===== src/rtl/relu_maxpool2x2.sv =====
// Bias + saturating ReLU on a raster pixel stream, followed by 2x2 max pooling.
// A holding register pairs columns; a half-width line buffer pairs rows.
module relu_maxpool2x2 #(
  parameter int                            DATA_WIDTH = 24,
  parameter int                            IMG_WIDTH  = 10,
  parameter int                            IMG_HEIGHT = 10,
  parameter logic signed [DATA_WIDTH-1:0]  BIAS       = '0
) (
  input  logic                  clk,
  input  logic                  rst,
  input  logic [DATA_WIDTH-1:0] data_in,
  input  logic                  valid_in,
  output logic [DATA_WIDTH-1:0] data_out,
  output logic                  valid_out,
  output logic                  frame_done
);

  localparam int unsigned HALF_W = IMG_WIDTH / 2;
  localparam int          CW     = (IMG_WIDTH  > 2) ? $clog2(IMG_WIDTH)  : 1;
  localparam int          RW     = (IMG_HEIGHT > 2) ? $clog2(IMG_HEIGHT) : 1;
  localparam int          LW     = (HALF_W     > 1) ? $clog2(HALF_W)     : 1;
  localparam logic [CW-1:0]         COL_LAST = CW'(IMG_WIDTH - 1);
  localparam logic [RW-1:0]         ROW_LAST = RW'(IMG_HEIGHT - 1);
  localparam logic [DATA_WIDTH-1:0] POS_MAX  = {1'b0, {(DATA_WIDTH-1){1'b1}}};

  logic [CW-1:0]         col_q, col_d;
  logic [RW-1:0]         row_q, row_d;
  logic [DATA_WIDTH-1:0] hold_q, hold_d;
  logic [DATA_WIDTH-1:0] out_q, out_d;
  logic                  vout_q, vout_d;
  logic                  fd_q, fd_d;
  logic [DATA_WIDTH-1:0] lb_q [HALF_W];

  logic [DATA_WIDTH:0]   sum;
  logic [DATA_WIDTH-1:0] p, h, lb_rd, pool;
  logic [LW-1:0]         lb_idx;
  logic                  lb_we;

  // One extra bit keeps the true sign; a non-negative sum with the top data
  // bit set has overflowed and clamps to the positive maximum.
  assign sum = {data_in[DATA_WIDTH-1], data_in} + {BIAS[DATA_WIDTH-1], BIAS};

  always_comb begin
    if (sum[DATA_WIDTH])
      p = '0;
    else if (sum[DATA_WIDTH-1])
      p = POS_MAX;
    else
      p = sum[DATA_WIDTH-1:0];
  end

  assign h      = (p > hold_q) ? p : hold_q;
  assign lb_idx = LW'(col_q >> 1);
  assign lb_rd  = lb_q[lb_idx];
  assign pool   = (lb_rd > h) ? lb_rd : h;

  always_comb begin
    col_d  = col_q;
    row_d  = row_q;
    hold_d = hold_q;
    out_d  = out_q;
    vout_d = 1'b0;
    fd_d   = 1'b0;
    lb_we  = 1'b0;
    if (valid_in) begin
      if (col_q == COL_LAST) begin
        col_d = '0;
        row_d = (row_q == ROW_LAST) ? '0 : row_q + RW'(1);
      end else begin
        col_d = col_q + CW'(1);
      end
      if (!col_q[0]) begin
        hold_d = p;
      end else if (!row_q[0]) begin
        lb_we = 1'b1;
      end else begin
        out_d  = pool;
        vout_d = 1'b1;
        fd_d   = (row_q == ROW_LAST) && (col_q == COL_LAST);
      end
    end
  end

  always_ff @(posedge clk or posedge rst) begin
    if (rst) begin
      col_q  <= '0;
      row_q  <= '0;
      hold_q <= '0;
      out_q  <= '0;
      vout_q <= 1'b0;
      fd_q   <= 1'b0;
    end else begin
      col_q  <= col_d;
      row_q  <= row_d;
      hold_q <= hold_d;
      out_q  <= out_d;
      vout_q <= vout_d;
      fd_q   <= fd_d;
    end
  end

  always_ff @(posedge clk or posedge rst) begin
    if (rst) begin
      for (int unsigned i = 0; i < HALF_W; i++)
        lb_q[i] <= '0;
    end else if (lb_we) begin
      lb_q[lb_idx] <= h;
    end
  end

  assign data_out   = out_q;
  assign valid_out  = vout_q;
  assign frame_done = fd_q;

endmodule


===== config.mk =====
export PLATFORM = sky130hd
export DESIGN_NAME = relu_maxpool2x2
export DESIGN_NICKNAME = d
export VERILOG_FILES = /design/src/rtl/relu_maxpool2x2.sv
export SDC_FILE = /design/constraint.sdc
export NUM_CORES = 1
export LEC_CHECK = 0
export ABC_AREA = 1
export CORE_MARGIN = 10
export CORE_UTILIZATION = 35
export CTS_BUF_LIST = sky130_fd_sc_hd__clkbuf_8
export CTS_CLUSTER_SIZE = 30
export DETAILED_ROUTE_END_ITERATION = 10
export SLEW_MARGIN = 20
export SYNTH_ARGS = -nofsm -noshare
export SYNTH_HDL_FRONTEND = slang
export SYNTH_SLANG_ARGS = --single-unit

===== constraint.sdc =====
create_clock -name clk -period 5.4 [get_ports clk]
set_clock_uncertainty 0.2 [all_clocks]
set_input_delay 0.81 -clock clk [delete_from_list [all_inputs] [get_ports clk]]
set_output_delay 0.81 -clock clk [all_outputs]
set_load 0.03 [all_outputs]

==> impl_metrics.yaml <==
logic_synthesis:
  synth_area_leaders: "dfrtp_1 (44%), nand2_1 (17%), inv_1 (8.0%)"
  synth_cells: 1314
  yosys.area.top_type: "dfrtp_1"
  netlist_area_um2: 9778
  synth.net_count: 1387
  ys_seq_elements: 171
  yosysUniqueCellTypes: 36
  netlist.area_leader.share_pct: 43.76
  yosys_warnings: 0
  yosysSeqAreaShare_pct: 43.76
  syn_avg_cell_area_um2: 7.441
pwr:
  p_sw_mw: 3.319
  power_mw: 7.054
  seqPwrFrac_pct: 30.1
  clkPwrFrac_pct: 14.6
  ir_drop_uv: 379.0
  swShare_pct: 47.05
  powerDensity_nw_per_um2: 632.6
  leakage_nw: 6.040
  intPower_mw: 3.735
  combPwrFrac_pct: 55.3
min_path:
  hold_path.class: "reg -> reg"
setup_path:
  rrSetupSlack_ps: 940
  end_kind: "flip-flop"
  critPathKind: "in -> reg"
  worstPathArrival_ps: 5110
  path_max_fanout: 23
  required_ps: 5560
  start_kind: "primary input"
detailed_routing:
  drt-vias-per-instance: 4.699
  dr_total_vias: 8195
  wire_per_inst_um: 14.73
  first_pass_iters: 7
  drtAntennaViolNets: 0
  routed_wl_um: 25690
  drc: 0
  drt_iter0_drc: 529
cts:
  root_buffer: "clkbuf_8"
  htree_levels: 4
  clock-sinks: 171
  path_clk_slew_ps: 90
  postCtsSetupBuffers: 0
  cts_buffers: 17
  clk_path_buf_depth: 2
  clk_latency_ps: 480
  cts_tree: "built"
grt:
  met3_usage_pct: 2.293
  gr-usage-met2_pct: 24.10
  grt_antenna_before_repair: 0
  globalRouteTotalUtil_pct: 14.76
  grt_pass1_vias: 8029
  grt_overflow: 0
  grt_max_degree: 71
  top_usage_layer: "met2"
  grt_util_met1_pct: 20.07
  grt_pass1_wl_um: 42580
final_layout:
  nets: 1427
  n_fill_cell: 2831
  drive_above_1_share_pct: 9.297
  final_cells: 1744
  num_antenna_cells: 0
  syn_to_final_growth_pct: 14.02
timing:
  worst_slack_ps: 449.9
  finalWorstPathRequiredPeriod_ps: 4950
  tightest_slew_ps: 893.6
  rsz0062_at_grt: "false"
  maxSlewHeadroom_pct: 40.30
  period_share_pct: 91.67
  finalSetupViolCount: 0
  finalHoldViolCount: 0
  hold_slack_ps: 280.4
  fmax_ghz: 0.2020
  finalMaxSlewViolations: 0
floorplanning:
  die_h_um: 187.1
  die_x_um: 187.1
  initial_utilization_pct: 35.29
  dieArea_um2: 35020
  io-pin-count: 53
  fp-row-count: 61
  coreArea_um2: 27710
status:
  status: "finished, final reports clean"
run:
  max_cap_violations: 0
placement:
  place_inst: 1712
  dp_slack_ps: -185.8
  place.gp.congestion: 0.8283
  port_buffers: 51
  hpwl_um: 18250
==> power by group through the flow <==
stage / clock [mW] / sequential [mW] / combinational [mW]
after floorplan: 0 / 2.19 / 2.77
after global placement: 0 / 2.14 / 3.84
after detailed placement: 0 / 2.15 / 3.90
after CTS: 1.05 / 2.13 / 3.92
after global routing: 1.09 / 2.19 / 4.45
final: 1.03 / 2.13 / 3.90
==> final cells by class <==
| cell class | count | area [um2] | area share, % |
|---|---|---|---|
| clock buffer | 20 | 275.3 | 2.469 |
| clock inverter | 11 | 167.7 | 1.504 |
| inverter | 215 | 817.0 | 7.328 |
| multi-input combinational | 873 | 4414 | 39.59 |
| sequential | 171 | 4279 | 38.38 |
| tap | 378 | 473.0 | 4.242 |
| timing repair buffer | 75 | 715.7 | 6.419 |
| timing repair inverter | 1 | 7.507 | 0.06733 |
==> what timing repair did <==
item                       4_1_cts  5_1_grt
setup endpoints to repair        0       23
hold buffers                     0        0
gates resized for setup          0        3
==> worst paths after layout <==
kind,cells after the start,startpoint,endpoint
max,26,data_in[23],data_out[21]
min,2,lb_q[115],lb_q[115]
max reg2reg,17,col_q[1],data_out[21]
min reg2reg,2,lb_q[115],lb_q[115]
max in group asynchronous,3,rst,frame_done
min in group asynchronous,2,rst,lb_q[40]
==> cells by family after synthesis <==
| kind of cell | count (synthesis) | share of synthesized area (%) |
|---|---|---|
| and+or+nand+nor | 647 | 29.07 |
| buffers and inverters | 270 | 11.32 |
| AOI/OAI and AO/OA | 177 | 9.738 |
| DFF | 171 | 43.76 |
| adders and majority gates | 46 | 5.886 |
| xor gates and xnor gates | 2 | 0.1792 |
| other | 1 | 0.03835 |
==> cells in the mapped netlist (all sizes together) <==
cell type,count
xor2,2
o21a,1
nor2,73
conb,1
clkbuf,29
nand2,477
inv,215
nand4,2
a22o,9
a21o,3
nor4,1
a21oi,27
and3,1
nor3,13
buf,26
o21ai,119
dfrtp,171
ha,46
nand3,80
o22ai,18
==> stage by stage <==
stage	util, %	TNS [ps]	cell area [um2]
final	40.24	0	11150
after global routing	40.24	0	11150
after CTS	40.17	0	11130
after detailed placement	38.57	-4057	10690
after global placement	38.57	-1922	10690
after floorplan	-	0	9782
==> placed cells by master (no fill, tap or decap), types with 2 or more instances in the layout <==
master / Yosys / layout
a21o_1: 3 / 3
a21oi_1: 27 / 27
a22o_1: 9 / 9
buf_12: 1 / 2
buf_4: 6 / 22
bufinv_16: 0 / 4
clkbuf_8: 0 / 20
clkdlybuf4s50_1: 0 / 51
clkinv_4: 0 / 2
clkinvlp_4: 0 / 3
dfrtp_1: 171 / 171
ha_1: 46 / 46
inv_1: 209 / 209
inv_2: 5 / 5
inv_6: 0 / 2
nand2_1: 434 / 434
nand2_2: 31 / 31
nand2_4: 12 / 11
nand3_1: 74 / 74
nand3_2: 3 / 3
nand3_4: 3 / 3
nor2_1: 67 / 64
nor2_2: 4 / 7
nor2_4: 2 / 2
nor3_1: 7 / 7
nor3_2: 5 / 4
nor3_4: 1 / 2
o21ai_0: 59 / 59
o21ai_1: 60 / 60
o22ai_1: 18 / 18
xor2_1: 2 / 2
==> worst max-delay path: stages <==
cell	delay [ps]
clkdlybuf4s50_1	580
clkinvlp_4	280
nand2_1	140
inv_1	80
ha_1	280
and3_1	200
nand2_1	130
inv_1	50
nand2_1	100
nand3_4	180
nand2_8	210
buf_4	210
nand2_4	60
nand2_2	150
inv_1	70
ha_1	270
nand2_1	60
nor2_1	210
nand4_1	110
nor2_1	190
nand3_2	100
nand2_1	80
buf_4	270
nand3_1	120
nand2_1	70
nand2_1	40
==> flip-flops by register name, indices dropped and copies added (netlist names) <==
name / cells
col_q: 4
data_out: 23
frame_done: 1
hold_q: 23
lb_q: 115
row_q: 4
valid_out: 1
==> layer usage <==
layer | up-vias | wire length [um] | share of wire [%]
li1 | 4137 | - | -
met1 | 3874 | 12570 | 49
met2 | 167 | 11920 | 46
met3 | 17 | 990 | 3.9
met4 | 0 | 216 | 0.84
met5 | - | 0 | 0
Power figures use the tool's default switching activity.
